### src/rtl/control_sequencer.sv
// ---------------------------------------------------------------------------
// control_sequencer
//   Hardwired control unit for a single-bus CPU datapath. Steps through a
//   three-cycle fetch (T0..T2) followed by one to four execute cycles
//   (T3..T6) chosen by the opcode in IR, and asserts the matching datapath
//   strobes, register enables and ALU select.
//
// Ports
//   Clock      in   rising-edge clock
//   Clear      in   asynchronous active-low reset
//   IR[31:0]   in   latched instruction: opcode[31:27] Ra[26:23] Rb[22:19] Rc[18:15]
//   MemRdy     in   memory read data valid (fetch wait state)
//   Stop       in   halt request, honoured only at instruction end
//   PCout..LOin out datapath strobes
//   Rout/Rin   out  one-hot register-file read/write enables (bit n = Rn)
//   ADD..NOT   out  one-hot ALU operation select
//   Run        out  high while sequencing (not in RST/HALT)
//   IllegalOp  out  sticky undefined-opcode flag, cleared only by Clear
// ---------------------------------------------------------------------------
module control_sequencer (
    input  logic        Clock,
    input  logic        Clear,
    input  logic [31:0] IR,
    input  logic        MemRdy,
    input  logic        Stop,
    output logic        PCout,
    output logic        PCin,
    output logic        IncPC,
    output logic        MARin,
    output logic        MDRin,
    output logic        MDRout,
    output logic        Read,
    output logic        IRin,
    output logic        Yin,
    output logic        Zin,
    output logic        Zlowout,
    output logic        Zhighout,
    output logic        HIin,
    output logic        LOin,
    output logic [15:0] Rout,
    output logic [15:0] Rin,
    output logic        ADD,
    output logic        SUB,
    output logic        AND,
    output logic        OR,
    output logic        SHR,
    output logic        SHRA,
    output logic        SHL,
    output logic        ROR,
    output logic        ROL,
    output logic        MUL,
    output logic        DIV,
    output logic        NEG,
    output logic        NOT,
    output logic        Run,
    output logic        IllegalOp
);

    typedef enum logic [3:0] {
        S_RST, S_T0, S_T1, S_T2, S_T3, S_T4, S_T5, S_T6, S_HALT
    } state_t;

    state_t state, state_nxt;
    logic   illegal_q;

    // IR field extraction
    logic [4:0] opcode;
    logic [3:0] ra, rb, rc;
    logic       unused_ir;

    assign opcode    = IR[31:27];
    assign ra        = IR[26:23];
    assign rb        = IR[22:19];
    assign rc        = IR[18:15];
    assign unused_ir = ^IR[14:0];

    // Opcode classes and ALU select, bit order {ADD,SUB,AND,OR,SHR,SHRA,SHL,ROR,ROL,MUL,DIV,NEG,NOT}
    logic        is_two, is_md, is_un, is_halt, is_ill;
    logic [12:0] alu_dec;
    logic [12:0] alu_v;

    always_comb begin
        is_two  = (opcode >= 5'd3) && (opcode <= 5'd11);
        is_md   = (opcode == 5'd15) || (opcode == 5'd16);
        is_un   = (opcode == 5'd17) || (opcode == 5'd18);
        is_halt = (opcode == 5'd27);
        is_ill  = !(is_two || is_md || is_un || is_halt);
        alu_dec = 13'd0;
        case (opcode)
            5'd3:    alu_dec = 13'h1000; // ADD
            5'd4:    alu_dec = 13'h0800; // SUB
            5'd5:    alu_dec = 13'h0400; // AND
            5'd6:    alu_dec = 13'h0200; // OR
            5'd7:    alu_dec = 13'h0020; // ROR
            5'd8:    alu_dec = 13'h0010; // ROL
            5'd9:    alu_dec = 13'h0100; // SHR
            5'd10:   alu_dec = 13'h0080; // SHRA
            5'd11:   alu_dec = 13'h0040; // SHL
            5'd15:   alu_dec = 13'h0008; // MUL
            5'd16:   alu_dec = 13'h0004; // DIV
            5'd17:   alu_dec = 13'h0002; // NEG
            5'd18:   alu_dec = 13'h0001; // NOT
            default: alu_dec = 13'd0;
        endcase
    end

    assign {ADD, SUB, AND, OR, SHR, SHRA, SHL, ROR, ROL, MUL, DIV, NEG, NOT} = alu_v;
    assign IllegalOp = illegal_q;

    // State register
    always_ff @(posedge Clock or negedge Clear) begin
        if (!Clear) state <= S_RST;
        else        state <= state_nxt;
    end

    // Sticky undefined-opcode flag, raised as T3 is left
    always_ff @(posedge Clock or negedge Clear) begin
        if (!Clear)                        illegal_q <= 1'b0;
        else if (state == S_T3 && is_ill)  illegal_q <= 1'b1;
    end

    // Next-state logic
    state_t end_nxt;
    always_comb begin
        end_nxt   = Stop ? S_HALT : S_T0;
        state_nxt = state;
        case (state)
            S_RST:  state_nxt = S_T0;
            S_T0:   state_nxt = S_T1;
            S_T1:   state_nxt = MemRdy ? S_T2 : S_T1;
            S_T2:   state_nxt = S_T3;
            S_T3: begin
                if (is_halt)     state_nxt = S_HALT;
                else if (is_ill) state_nxt = S_T0;   // NOP; Stop not honoured here
                else             state_nxt = S_T4;
            end
            S_T4:   state_nxt = is_un ? end_nxt : (is_ill || is_halt) ? S_T0 : S_T5;
            S_T5:   state_nxt = is_md ? S_T6 : (is_two ? end_nxt : S_T0);
            S_T6:   state_nxt = end_nxt;
            S_HALT: state_nxt = S_HALT;
            default: state_nxt = S_RST;
        endcase
    end

    // Output decode. PCin is the one term qualified by an input: it must
    // fire only in the T1 cycle that actually leaves T1, so PC loads once
    // no matter how many wait cycles memory inserts.
    always_comb begin
        PCout = 1'b0; PCin = 1'b0; IncPC = 1'b0; MARin = 1'b0;
        MDRin = 1'b0; MDRout = 1'b0; Read = 1'b0; IRin = 1'b0;
        Yin = 1'b0; Zin = 1'b0; Zlowout = 1'b0; Zhighout = 1'b0;
        HIin = 1'b0; LOin = 1'b0;
        Rout = 16'd0; Rin = 16'd0; alu_v = 13'd0; Run = 1'b0;
        case (state)
            S_T0: begin
                Run = 1'b1; PCout = 1'b1; MARin = 1'b1; IncPC = 1'b1; Zin = 1'b1;
            end
            S_T1: begin
                Run = 1'b1; Zlowout = 1'b1; Read = 1'b1; MDRin = 1'b1; PCin = MemRdy;
            end
            S_T2: begin
                Run = 1'b1; MDRout = 1'b1; IRin = 1'b1;
            end
            S_T3: begin
                Run = 1'b1;
                if (is_two) begin
                    Rout = 16'd1 << rb; Yin = 1'b1;
                end else if (is_md) begin
                    Rout = 16'd1 << ra; Yin = 1'b1;
                end else if (is_un) begin
                    Rout = 16'd1 << rb; alu_v = alu_dec; Zin = 1'b1;
                end
            end
            S_T4: begin
                Run = 1'b1;
                if (is_two) begin
                    Rout = 16'd1 << rc; alu_v = alu_dec; Zin = 1'b1;
                end else if (is_md) begin
                    Rout = 16'd1 << rb; alu_v = alu_dec; Zin = 1'b1;
                end else if (is_un) begin
                    Zlowout = 1'b1; Rin = 16'd1 << ra;
                end
            end
            S_T5: begin
                Run = 1'b1;
                if (is_two) begin
                    Zlowout = 1'b1; Rin = 16'd1 << ra;
                end else if (is_md) begin
                    Zlowout = 1'b1; LOin = 1'b1;
                end
            end
            S_T6: begin
                Run = 1'b1;
                if (is_md) begin
                    Zhighout = 1'b1; HIin = 1'b1;
                end
            end
            default: ;
        endcase
    end

endmodule

### config.mk
export PLATFORM = sky130hd
export DESIGN_NAME = control_sequencer
export DESIGN_NICKNAME = d
export VERILOG_FILES = /design/src/rtl/control_sequencer.sv
export SDC_FILE = /design/constraint.sdc
export NUM_CORES = 1
export LEC_CHECK = 0
export BUFFER_PORTS_ARGS = -buffer_cell sky130_fd_sc_hd__buf_2
export CORE_MARGIN = 2
export CORE_UTILIZATION = 44
export DETAILED_ROUTE_END_ITERATION = 8
export PLACE_DENSITY = 0.88
export RECOVER_POWER = 100
export REMOVE_ABC_BUFFERS = 1
export SYNTH_ARGS = -nofsm -noshare
export SYNTH_HDL_FRONTEND = slang
export SYNTH_SLANG_ARGS = --single-unit
### constraint.sdc
create_clock -name Clock -period 6.02 [get_ports Clock]
set_clock_uncertainty 0.15 [all_clocks]
set_input_delay 1.204 -clock Clock [delete_from_list [all_inputs] [get_ports Clock]]
set_output_delay 1.204 -clock Clock [all_outputs]
set_load 0.01 [all_outputs]
Word level (Yosys, flattened, before mapping)

Memory sizes are Yosys's and may differ from the RTL's.
Index checks and enable logic that the tools add are counted.

Register bits after elaboration: 5
ROM bits: 416
Input port bits: 36
Output and inout port bits: 61
Logic and storage cells: 74
Memories kept: 1

Order comparisons: 2
Equal/unequal tests: 13
Shift-type cells: 3
Multiplexer cells: 42
Reductions and logical operators: 11

Memories:

| memory           | words | bits a word | rd ports | clocked after Yosys merged registers in | wr ports | RTL line | text |
|---|---|---|---|---|---|---|---|
| (name not given) | 32    | 13          | 1        | 0                                       | 0        | 89       | `case (opcode)` |

Operator list:

| cell                 | count |
|---|---|
| $mux 16              | 9 |
| $mux 13              | 5 |
| $pmux 16 s2          | 2 |
| $shl 1x4->16 const A | 3 |
| $pmux 4 s9           | 1 |
| $pmux 13 s2          | 1 |
| $eq 5x5->1 const B   | 4 |
| $mux 4               | 5 |
| $eq 4x3->1 const B   | 4 |
| $mux 1               | 15 |
| $eq 4x2->1 const B   | 2 |
| $reduce_or 7->1      | 1 |
| $logic_or 1x1->1     | 6 |
| $mux 3               | 2 |
| $pmux 1 s3           | 2 |
| $eq 5x4->1 const B   | 1 |
| $ge 5x2->1 const B   | 1 |
| $le 5x4->1 const B   | 1 |
| $eq 4x1->1 const B   | 1 |
| $eq 4x4->1 const B   | 1 |
| $logic_not 4->1      | 1 |
| $logic_and 1x1->1    | 2 |
| $logic_not 1->1      | 1 |

Longest topological paths before layout

Gate-level depths: netlist of run 1.

Depth after elaboration: 10
Depth in mapped cells: 8
Depth with buffers taken out: 5

Least setup slack after synthesis of run 1

No wires, ideal clock.

Kind: input-to-output
Start: in IR[29]
End: out Zhighout
Arrival: 2.640 ns
Path slack: 2.026 ns
Cell stages on the path: 6
Buffers on the path: 3
Path through: buf_2 > or3b_1 > buf_2 > o32a_4 > nor3_1 > buf_4

Cells in the longest elaborated chain, start to end: 4
Elaborated cells on any way between the ends: 5

Ends and longest elaborated chain:

| element                                         | RTL line | text |
|---|---|---|
| start: declaration                              | 23       | `input logic [31:0] IR,` |
| $eq 5x4->1 / $eq 5x5->1 (equally long branches) | 84       | `is_md = (opcode == 5'd15) \|\| (opcode == 5'd16);` |
| $logic_or 1x1->1 *                              | 84       |  |
| $mux 1 * (2 in series)                          | n/a      |  |
| end: declaration                                | 37       | `output logic Zhighout,` |

Every way passes the cells marked *; elsewhere a longest branch is shown, timed or not.

Worst setup path in the final report of run 1

Start: in IR[30]
End: out Rout[0]

Cells in the longest elaborated chain, start to end: 6
Elaborated cells on any way between the ends: 15

Ends and longest elaborated chain:

| element          | RTL line | text |
|---|---|---|
| $eq 5x5->1       | 85       | `is_un = (opcode == 5'd17) \|\| (opcode == 5'd18);` |
| $logic_or 1x1->1 | 85       |  |
| $mux 16          | 170      | `end else if (is_un) begin` |
| $mux 16          | 168      | `end else if (is_md) begin` |
| $mux 16          | 166      | `if (is_two) begin` |
| $pmux 16 s2 *    | 154      | `case (state)` |
| end: declaration | 40       | `output logic [15:0] Rout,` |

Marks and branches as above.

==> run summary, run 1 <==
Max Cap Viol: 0
DRC viols: 0
Core footprint: 2780 um^2
Fillers: 306
# setup viols final: 0
Overflow after GRT: 0
Reg area: 125 um^2
Crit. End Element: output port
Post-Syn Area per Cell: 6.42 um^2
Area growth, synth to finish: 20.5%
Synth Cell Area: 1300 um^2
Synth area leader: dfrtp_1
Critical setup path kind: input port to output port
Post-synth EDFFs: 0
Max Slew Vio Count: 0
Total CTS buffers: 3
Non-Filler Instances: 302
Total GRT Usage: 21.7%
Least-Margin Pin Slew: 0.682 ns
CTS Hold Bufs: 0
DR WL/cell: 13.0 um
Pwr per Cell Area: 193 nW/um^2
Vias in the first global route: 1382
Netlist cell types: 44
Share of layout cells above drive strength 1: 17.7%
Max FO, Critical Path: 16
Die footprint: 3400 um^2
H-tree Lvls: 1
Peak VDD IR: 0.241 mV
Peak Freq: 225 MHz
FF-to-FF path depth: 4
CTS Root Buffer Type: clkbuf_4
Hold path start: IllegalOp
Hold crit path type: flip-flop to flip-flop
Synthesis-stage register bit count: 5
Setup_tns: 0 ns
Final hold vios: 0
Port bufs: 81
Max transition margin: 53.9%
Die outline width: 58.3 um
Ys async rst share: 100%
CP Launch Type: input port
Die height: 58.3 um
Vias: 1725
Largest net degree at the start of global routing: 17
Fin crit share: 73.9%
Post-CTS Resized: 0
Leakage: 0.578 nW
Deepest clock path buffer count: 2
Vias per cell: 5.71
Clock period minus final worst setup slack: 4.45 ns
Clock slew at reported path FFs: 0.04 ns
Initial Util: 46.6%
WHS Endpoint: IllegalOp
Initial antenna violation count: 0
CP required: 4.67 ns
Nets: 308
Outcome: complete, no violations
Row Count: 19
First-pass DRT Iterations: 4
WHS Path Cells: 1
First-pass GRT wire length: 5940 um
Ant. Diodes: 0
Share of the synthesized area in the top cell type: 9.64%
Unrepaired setup endpoints after global routing: no
R2R Path End: state[1]
Synth Warn #: 0
Part of the Yosys area used for sequential elements: 9.64%
R2r setup slk: 4.23 ns
Worst-Skew Late Latency: 0.24 ns
Routability cong.: 0.920
Most frequent cells in the layout: 49 x clkbuf_1, 34 x nor2_1, 33 x buf_2
Worst reg2reg startpoint: state[3]
# IOs: 97
Clock Sinks: 5
CTS tree: done
Placed Instances: 298
Post-CTS Setup Bufs: 0
Area contributors post-synth: dfrtp_1 9.6%, nor2_1 9.5%, a22oi_1 6.9%
Routed wire length: 3920 um
Crit path DAT: 3.10 ns
Syn Inst Count: 202
Antenna Nets Post-Route: 0
DRT iter0 DRCs: 67
Dpl hpwl: 3090 um
Multi-input combinational cell area: 1020 um^2
Most common cell after layout, fill and taps aside: clkbuf_1
Ys flop type: dfrtp_1
-- per-stage QoR --
step	cell area, um^2	setup slack [ns]	total power, mW	utilization [%]	hold WS, ns
global placement	1650	1.71	0.271	59.3	0.308
CTS	1680	1.70	0.316	60.3	0.322
global route	1560	1.36	0.331	56.2	0.349
detailed placement	1650	1.71	0.275	59.3	0.313
finish	1560	1.57	0.302	56.2	0.322
floorplan	1210	2.08	0.198	-	0.362
-- synth_stat cells (2+ instances only) --
master and count:
nor2_1 33, nand2_1 24, nor3_1 14, a22oi_1 12, nor2b_1 11, nand2b_1 10, o21ai_2 8, a21oi_1 7
clkbuf_1 6, buf_4 5, dfrtp_1 5, nand3_1 5, o21ai_0 5, a32oi_1 4, buf_2 4, nor3_2 4
nor4_1 4, o21ai_1 4, a211o_1 3, and2_1 3, nor4b_1 3, a21o_1 2, inv_1 2, nand4_1 2
o31ai_1 2, or2_2 2
-- sequential cells by signal, summed over array words and instances (netlist names) --
name       cells
state          4
IllegalOp      1
-- critical path, stage by stage --
cell and delay, ns:
clkbuf_1 0.23, or3b_1 0.27, o32a_1 0.41, nor2_1 0.14, nor2_2 0.45, o21ai_0 0.22
buf_2 0.18
-- kinds of logic after synthesis --
family                 count (synthesis)  share of synthesized area, %
AO/OA/AOI/OAI                         56                          33.4
buffers and inverters                 18                          7.62
flip-flops                             5                          9.64
AND/OR/NAND/NOR                      123                          49.4
-- report_power, final --
| group | internal (mW) | switching (mW) |
|---|---|---|
| Combinational | 0.0736 | 0.117 |
| Clock | 0.0250 | 0.0136 |
| Sequential | 0.0467 | 0.0270 |
-- per-layer routing --
layer / global-route usage [%] / wire (um) / part of all wire, % / vias up
met3: 1.98 / 278 / 7.1 / 6
met4: 7.31 / 46 / 1.2 / 0
met1: 29.5 / 1800 / 46 / 767
met2: 36.0 / 1790 / 46 / 76
met5: 0 / 0 / 0 / -
li1: - / - / - / 876
-- area by class of cell --
cell class              count  share of cell area [%]
inverters                   2                   0.480
flip-flops and latches      5                    8.00
clock buffers               4                    1.68
repair buffers             81                    22.1
multi-input cells         179                    65.3
well taps                  31                    2.48
-- how the worst max path moves through the flow --
| stage | startpoint | end | slack, ns | cells after the start |
|---|---|---|---|---|
| 6_report | IR[30] | Rout[0] | 1.57 | 7 |
| 5_1_grt | IR[30] | Rout[8] | 1.36 | 7 |
| 4_1_cts | IR[31] | Rout[8] | 1.70 | 7 |
| 3_5_place_dp | IR[31] | Rout[8] | 1.71 | 7 |
| 3_3_place_gp | IR[31] | Rout[8] | 1.71 | 7 |
| 2_1_floorplan | IR[30] | Rout[10] | 2.08 | 5 |
No activity file was read; power rests on OpenSTA's default activity.
==> run 2, diff against run 1 <==
- CORE_UTILIZATION: 44 -> 41
- PLACE_DENSITY: 0.88 -> 0.83
- clock period: 6.02 -> 4.1 ns (I/O delays scaled with it)
==> run 2 against run 1 <==
Global-route usage is 1.5 points lower. Largest power group unchanged. Worst hold slack worse by 0.052 ns. Register-to-register slack worse by 2.1 ns. Sequential power is 47% higher. Combinational power is 47% higher. Critical path depth stayed put. Setup slack worse by 1.1 ns.
==> run summary, run 2 (same netlist as run 1, synthesis figures left out) <==
Outcome: complete, no violations
Peak VDD IR: 0.351 mV
Most frequent cells in the layout: 54 x clkbuf_1, 33 x nor2_1, 28 x buf_2
Layout Utilization: 53.0%
Dpl hpwl: 3080 um
Vias: 1703
Routability cong.: 0.883
Largest register by flop count: state
Largest register FFs: 4
Worst-Skew Late Latency: 0.24 ns
Vias per cell: 5.41
Ant. Diodes: 0
Die outline width: 60.3 um
Pwr per Cell Area: 276 nW/um^2
Port bufs: 81
Post-CTS Resized: 0
Max Slew Vio Count: 0
Final Hold Slack: 0.269 ns
Die footprint: 3630 um^2
Vias in the first global route: 1386
Clock slew at reported path FFs: 0.04 ns
Share of layout cells above drive strength 1: 17.7%
Deepest clock path buffer count: 2
Core footprint: 3030 um^2
Routed wire length: 3870 um
Max Cap Viol: 0
Setup_tns: 0 ns
Total CTS buffers: 3
CP required: 3.13 ns
Nets: 308
Largest net degree at the start of global routing: 17
CTS Hold Bufs: 0
Crit. End Element: output port
First-pass GRT wire length: 5840 um
Die height: 60.3 um
Area growth, synth to finish: 23.7%
DR WL/cell: 12.3 um
Crit path DAT: 2.62 ns
Clock period minus final worst setup slack: 3.59 ns
Max transition margin: 54.4%
CTS tree: done
DRT iter0 DRCs: 89
# IOs: 97
Unrepaired setup endpoints after global routing: no
Placed Area: 1670 um^2
Antenna Nets Post-Route: 0
Fin crit share: 87.6%
DRC viols: 0
Initial Util: 42.9%
Most common cell after layout, fill and taps aside: clkbuf_1
CTS Root Buffer Type: clkbuf_4
# setup viols final: 0
Peak Freq: 278 MHz
Total power: 443 uW
Initial antenna violation count: 0
Post-CTS Setup Bufs: 0
Fin area: 1610 um^2
Clock Sinks: 5
Leakage: 0.561 nW
Max FO, Critical Path: 8
Total GRT Usage: 20.1%
Final hold vios: 0
Least-Margin Pin Slew: 0.675 ns
Overflow after GRT: 0
First-pass DRT Iterations: 4
CP Launch Type: input port
H-tree Lvls: 1
Critical setup path kind: input port to output port
Row Count: 20
Hold crit path type: input port to async pin
==> run 2: cell types whose count changed in the layout (fill, tap and decap cells not counted), moves of 4 or more <==
cell / delta
o21ai_0: -4
clkbuf_1: +5
o21ai_2: +4
buf_2: -5
==> run 2: worst max-delay path: stages <==
cell	delay, ns
clkbuf_1	0.25
or3b_1	0.48
o32a_4	0.29
nor3_2	0.32
a22oi_1	0.18
o41ai_2	0.09
clkbuf_1	0.18
==> run 2: layer usage <==
| metal | vias to the layer above | track usage [%] | wire (um) |
|---|---|---|---|
| met5 | - | 0 | 0 |
| met4 | 0 | 5.08 | 17 |
| met3 | 4 | 2.16 | 295 |
| met2 | 81 | 31.7 | 1750 |
| met1 | 744 | 29.1 | 1800 |
| li1 | 874 | - | - |
==> run 2: final timing paths <==
| check | depth (start not counted) | slack (ns) | end | from |
|---|---|---|---|---|
| hold / removal | 1 | 0.27 | state[3] | Clear |
| setup / recovery | 7 | 0.51 | Rout[10] | IR[31] |
| hold reg to reg | 1 | 0.32 | IllegalOp | IllegalOp |
| setup reg to reg | 4 | 2.09 | state[1] | state[3] |
| min in group Clock | 1 | 0.32 | IllegalOp | IllegalOp |
| max in group asynchronous | 1 | 3.32 | IllegalOp | Clear |
==> run 2: where the power goes <==
| group | total (mW) | internal (mW) | switching (mW) | leakage, nW |
|---|---|---|---|---|
| clock network | 0.0550 | 0.0367 | 0.0183 | 0.0150 |
| registers | 0.108 | 0.0685 | 0.0393 | 0.0613 |
| logic | 0.280 | 0.107 | 0.173 | 0.485 |
| total | 0.443 | 0.213 | 0.230 | 0.561 |
==> run 2: layout make-up <==
cell class / instances / area, um^2
Clock buffer: 4 / 26.3
Inverter: 2 / 7.51
Tap cell: 44 / 55.1
Timing Repair Buffer: 81 / 339
Fill cell: 342 / 1420
Multi-Input combinational cell: 179 / 1050
Sequential cell: 5 / 125
==> run 2: metrics by stage <==
stage | instances | worst slack, ns
floorplan | 186 | 0.932
global placement | 311 | 0.555
detailed placement | 311 | 0.565
CTS | 315 | 0.561
global route | 315 | 0.294
finish | 315 | 0.508
